--- src/rtl/mul_div_unit.sv ---
// Iterative radix-2 multiply / restoring divide with HI/LO result registers.
// Operands are reduced to magnitudes on start; the sign is re-applied in FIX.
module mul_div_unit #(
  parameter int WIDTH = 32
) (
  input  logic             CLK,
  input  logic             RST,
  input  logic             start,
  input  logic [1:0]       op,
  input  logic [WIDTH-1:0] srcA,
  input  logic [WIDTH-1:0] srcB,
  input  logic             wr_hi,
  input  logic             wr_lo,
  input  logic [WIDTH-1:0] wd,
  output logic             busy,
  output logic             done,
  output logic             div_by_zero,
  output logic [WIDTH-1:0] hi,
  output logic [WIDTH-1:0] lo
);
  localparam int CW = $clog2(WIDTH);

  // state  | meaning
  // S_IDLE | waiting for start; MTHI/MTLO writes accepted
  // S_RUN  | one shift-add / restoring-subtract step per cycle
  // S_FIX  | sign correction, HI/LO update, done pulse
  typedef enum logic [1:0] {S_IDLE, S_RUN, S_FIX} state_t;

  state_t           state_q, state_d;
  logic [CW-1:0]    cnt_q, cnt_d;
  logic             is_div_q, is_div_d;
  logic             sign_q, sign_d;
  logic             rsign_q, rsign_d;
  logic             dbz_q, dbz_d;
  logic [WIDTH-1:0] m_q, m_d;
  logic [WIDTH-1:0] up_q, up_d;
  logic [WIDTH-1:0] lw_q, lw_d;
  logic [WIDTH-1:0] hi_q, hi_d;
  logic [WIDTH-1:0] lo_q, lo_d;
  logic             done_q, done_d;
  logic             dbzo_q, dbzo_d;

  logic             a_neg, b_neg;
  logic [WIDTH-1:0] abs_a, abs_b;
  logic [WIDTH:0]   add_sum, shl, diff;
  logic [2*WIDTH-1:0] prod_raw, prod;
  logic [WIDTH-1:0] quo_fix, rem_src, rem_fix;

  assign a_neg    = ~op[0] & srcA[WIDTH-1];
  assign b_neg    = ~op[0] & srcB[WIDTH-1];
  assign abs_a    = a_neg ? -srcA : srcA;
  assign abs_b    = b_neg ? -srcB : srcB;

  assign add_sum  = {1'b0, up_q} + (lw_q[0] ? {1'b0, m_q} : {(WIDTH+1){1'b0}});
  assign shl      = {up_q, lw_q[WIDTH-1]};
  assign diff     = shl - {1'b0, m_q};

  assign prod_raw = {up_q, lw_q};
  assign prod     = sign_q ? -prod_raw : prod_raw;
  assign quo_fix  = sign_q ? -lw_q : lw_q;
  // With a zero divisor the datapath is frozen, so lw_q still holds |dividend|.
  assign rem_src  = dbz_q ? lw_q : up_q;
  assign rem_fix  = rsign_q ? -rem_src : rem_src;

  always_comb begin
    state_d  = state_q;
    cnt_d    = cnt_q;
    is_div_d = is_div_q;
    sign_d   = sign_q;
    rsign_d  = rsign_q;
    dbz_d    = dbz_q;
    m_d      = m_q;
    up_d     = up_q;
    lw_d     = lw_q;
    hi_d     = hi_q;
    lo_d     = lo_q;
    done_d   = 1'b0;
    dbzo_d   = 1'b0;
    unique case (state_q)
      S_IDLE: begin
        if (wr_hi) hi_d = wd;
        if (wr_lo) lo_d = wd;
        if (start) begin
          state_d  = S_RUN;
          cnt_d    = '0;
          is_div_d = op[1];
          sign_d   = a_neg ^ b_neg;
          rsign_d  = a_neg;
          dbz_d    = op[1] & (srcB == '0);
          up_d     = '0;
          lw_d     = op[1] ? abs_a : abs_b;
          m_d      = op[1] ? abs_b : abs_a;
        end
      end
      S_RUN: begin
        if (!dbz_q) begin
          if (is_div_q) begin
            if (!diff[WIDTH]) begin
              up_d = diff[WIDTH-1:0];
              lw_d = {lw_q[WIDTH-2:0], 1'b1};
            end else begin
              up_d = shl[WIDTH-1:0];
              lw_d = {lw_q[WIDTH-2:0], 1'b0};
            end
          end else begin
            up_d = add_sum[WIDTH:1];
            lw_d = {add_sum[0], lw_q[WIDTH-1:1]};
          end
        end
        if (cnt_q == CW'(WIDTH-1)) begin
          state_d = S_FIX;
          cnt_d   = '0;
        end else begin
          cnt_d = cnt_q + CW'(1);
        end
      end
      S_FIX: begin
        state_d = S_IDLE;
        done_d  = 1'b1;
        dbzo_d  = dbz_q;
        if (is_div_q) begin
          hi_d = rem_fix;
          lo_d = dbz_q ? {WIDTH{1'b1}} : quo_fix;
        end else begin
          hi_d = prod[2*WIDTH-1:WIDTH];
          lo_d = prod[WIDTH-1:0];
        end
      end
      default: state_d = S_IDLE;
    endcase
  end

  always_ff @(posedge CLK) begin
    if (RST) begin
      state_q  <= S_IDLE;
      cnt_q    <= '0;
      is_div_q <= 1'b0;
      sign_q   <= 1'b0;
      rsign_q  <= 1'b0;
      dbz_q    <= 1'b0;
      m_q      <= '0;
      up_q     <= '0;
      lw_q     <= '0;
      hi_q     <= '0;
      lo_q     <= '0;
      done_q   <= 1'b0;
      dbzo_q   <= 1'b0;
    end else begin
      state_q  <= state_d;
      cnt_q    <= cnt_d;
      is_div_q <= is_div_d;
      sign_q   <= sign_d;
      rsign_q  <= rsign_d;
      dbz_q    <= dbz_d;
      m_q      <= m_d;
      up_q     <= up_d;
      lw_q     <= lw_d;
      hi_q     <= hi_d;
      lo_q     <= lo_d;
      done_q   <= done_d;
      dbzo_q   <= dbzo_d;
    end
  end

  assign busy        = (state_q != S_IDLE);
  assign done        = done_q;
  assign div_by_zero = dbzo_q;
  assign hi          = hi_q;
  assign lo          = lo_q;
endmodule
--- config.mk ---
export PLATFORM = sky130hd
export DESIGN_NAME = mul_div_unit
export DESIGN_NICKNAME = d
export VERILOG_FILES = /design/src/rtl/mul_div_unit.sv
export SDC_FILE = /design/constraint.sdc
export NUM_CORES = 1
export LEC_CHECK = 0
export ABC_CLOCK_PERIOD_IN_PS = 8600
export CAP_MARGIN = 20
export CELL_PAD_IN_SITES_DETAIL_PLACEMENT = 1
export CELL_PAD_IN_SITES_GLOBAL_PLACEMENT = 2
export CORE_ASPECT_RATIO = 0.7
export CORE_MARGIN = 1.5
export CORE_UTILIZATION = 36
export CTS_CLUSTER_DIAMETER = 100
export DETAILED_ROUTE_END_ITERATION = 8
export PLACE_DENSITY = 0.92
export SLEW_MARGIN = 20
export SYNTH_ARGS = -nofsm -noshare
export SYNTH_HDL_FRONTEND = slang
export SYNTH_SLANG_ARGS = --single-unit
--- constraint.sdc ---
create_clock -name CLK -period 8.6 [get_ports CLK]
set_input_delay 2.58 -clock CLK [delete_from_list [all_inputs] [get_ports CLK]]
set_output_delay 2.58 -clock CLK [all_outputs]
set_load 0.01 [all_outputs]
==> impl_metrics.csv <==
group,metric,value,unit
yosys,synth_edf_count,0,
global_routing,grt_pass1_wl,114.2,mm
finish,syn_to_final_growth,16.44,%
setup_path,rr_worst_depth,10,
clocking,clock_latency,0.46,ns
finish,nets,2485,
setup_path,start_kind,"primary input",
clocking,cts_buffer_depth,2,
placement,dp.cells,2893,
yosys,syn-instance-count,2260,
setup_path,crit_type,"in2reg",
yosys,synth_common_cells,"nor2_1 (233), nand2_1 (228), a21oi_1 (195)",
clocking,cts-root-buf,"clkbuf_16",
setup_path,cp-end-kind,"flip-flop",
route,ant_nets,0,
clocking,clock-sinks,173,
clocking,cts_inserted_buffers,17,
die,core_area,45060,µm²
placement,io_buffers,169,
power_and_ir_drop,power.leakage,6.967,nW
die,die_area,46960,µm²
die,fp-row-count,65,
route,drt_first_pass_iters,6,
route,drt-total-wl,75.60,mm
power_and_ir_drop,power_density,147.3,nW/µm²
timing,hold_viol_final,0,
finish,antenna_cells,0,
route,vias,18630,
yosys,synthTopCellsByArea,"dfxtp_1 (21%), xnor2_1 (6.0%), a21oi_1 (5.9%)",
yosys,synth.top_cell.area_share,21.08,%
timing,max_freq,0.1846,GHz
global_routing,grt_max_degree,72,
run,maxCapViolCount,0,
route,first_iter_violations,2069,
power_and_ir_drop,peakVddDrop,0.0001290,V
global_routing,antenna_found_initial,1,
yosys,synth_fp_nets,2435,
yosys,ys_seq_area_share,21.08,%
setup_path,crit_fanout,5,
route,drc,0,
timing,tns,0,ns
global_routing,grt_pass1_vias,18160,
timing,rsz0062_at_grt,"no",
clocking,cts_resized,0,
yosys,yosys_warnings,0,
power_and_ir_drop,total_power,0.002819,W
placement,dpl.hpwl,58.61,mm
setup_path,crit_arrival,5.77,ns
global_routing,grt_overflow,0,
clocking,post-cts-setup-buffers,0,
die,fp.dieH,181.8,µm
timing,drv_slew,0,
route,routed_via_density,6.368,
setup_path,cp.required,8.95,ns
yosys,synth.most_common_cell,"nor2_1",
timing,worst_pin_slew,1.059,ns
yosys,ys_async_sr_fraction,0,%
hold_path,hp-class,"reg2reg",
yosys,yosysUniqueCellTypes,85,
clocking,path_clk_slew,0.08,ns
timing,period_needed,5.418,ns
route,wire_per_inst,25.84,µm
timing,maxSlewHeadroom,29.23,%
yosys,synth_top_area_cell,"dfxtp_1",
timing,clock_skew,0.01595,ns
yosys,synth.cell_area,16430,µm²
clocking,hold_buffers,0,
timing,min_period_over_period,63.01,%
global_routing,grtUsageTotal,31.49,%
placement,place.gp.congestion,0.9464,
timing,setup_viol,0,
die,die_x,258.4,µm
die,ioPinCount,170,
finish,drive_gt1_share,6.586,%
clocking,htree_levels,4,
yosys,synth-seq-cells,173,
finish,final_cells,2926,
clocking,cts_tree,"built",
run_status,status,"completed",
yosys,avgSynthCellArea,7.271,µm²
yosys,synthFlopType,"dfxtp_1",
die,start_util,36.47,%
finish,fin_util,42.47,%
timing,hold_ws,0.4552,ns
hold_path,hold_depth,2,
## final timing paths
kind / endpoint / from / slack (ns)
worst max-delay path: lw_q[23] / srcA[6] / 3.18
worst min-delay path: lo[9] / lo[9] / 0.46
worst max register to register: hi[22] / dbz_q / 3.88
worst min register to register: lo[9] / lo[9] / 0.46
## state kept, by name (all words and copies together) (netlist names)
register     cells
lo              32
div_by_zero      1
up_q            32
lw_q            32
m_q             32
cnt_q            5
state_q          2
done             1
hi              32
is_div_q         1
rsign_q          1
sign_q           1
dbz_q            1
## routing by layer
metal | global-route usage (%) | wire [µm] | vias to the layer above
li1 | - | - | 8407
met1 | 46.11 | 35050 | 9223
met2 | 45.19 | 31090 | 906
met3 | 8.948 | 8316 | 97
met4 | 6.503 | 1147 | 0
met5 | 0 | 0 | -
## per-stage QoR
step / cell area, µm² / setup slack [ns]
final: 19130 / 3.182
after floorplan: 16430 / 3.524
after global placement: 18530 / 2.837
after CTS: 19130 / 3.266
after detailed placement: 18530 / 2.797
after global routing: 19130 / 3.031
## cells in the final DEF, fill, tap and decap left out, types with 13 or more instances in the layout
| master | n |
|---|---|
| a211oi_1 | 31 |
| a21o_1 | 14 |
| a21oi_1 | 195 |
| a22oi_1 | 15 |
| a31oi_1 | 27 |
| and3_1 | 15 |
| buf_4 | 47 |
| clkbuf_16 | 17 |
| clkdlybuf4s50_1 | 167 |
| dfxtp_1 | 170 |
| ha_1 | 70 |
| inv_1 | 73 |
| mux2_2 | 18 |
| mux2i_1 | 74 |
| nand2_1 | 228 |
| nand2b_1 | 17 |
| nand3_1 | 25 |
| nand4_1 | 18 |
| nor2_1 | 230 |
| nor2b_1 | 14 |
| nor3_1 | 72 |
| nor4_1 | 17 |
| o211ai_1 | 52 |
| o21a_1 | 17 |
| o21ai_0 | 138 |
| o221ai_1 | 44 |
| o22ai_1 | 13 |
| o31ai_1 | 32 |
| or3_1 | 24 |
| or4_1 | 13 |
| xnor2_1 | 112 |
| xor2_1 | 79 |
## report_power, final
part	internal, W	switching, W
logic	0.000389	0.000642
registers	0.000857	0.0000977
clock network	0.000416	0.000417
## worst max-delay path: stages
cell and delay, ns:
clkdlybuf4s50_1 0.47, or4_1 0.61, nor4_1 0.75, nand2_1 0.26, nor3b_1 0.36, nor2_1 0.09, xnor2_1 0.30, nor2_1 0.08
a311oi_1 0.26
## layout make-up
type                       instances  area (µm²)
clock buffer                      17       425.4
clock inverter                    15       171.4
sequential                       173        3467
multi-input combinational       1826       12000
timing repair buffer             216        2034
fill                            5624       25920
inverter                          76       285.3
tap                              603       754.5
## cells by family after synthesis
group / after synthesis / synth area share, %
AOI/OAI and AO/OA: 735 / 30.23
xor gates and xnor gates: 191 / 10.18
adders and majority gates: 72 / 5.573
buffers and inverters: 261 / 6.167
DFF: 173 / 21.08
muxes: 92 / 5.741
and+or+nand+nor: 736 / 21.03
Power figures use the tool's default switching activity.
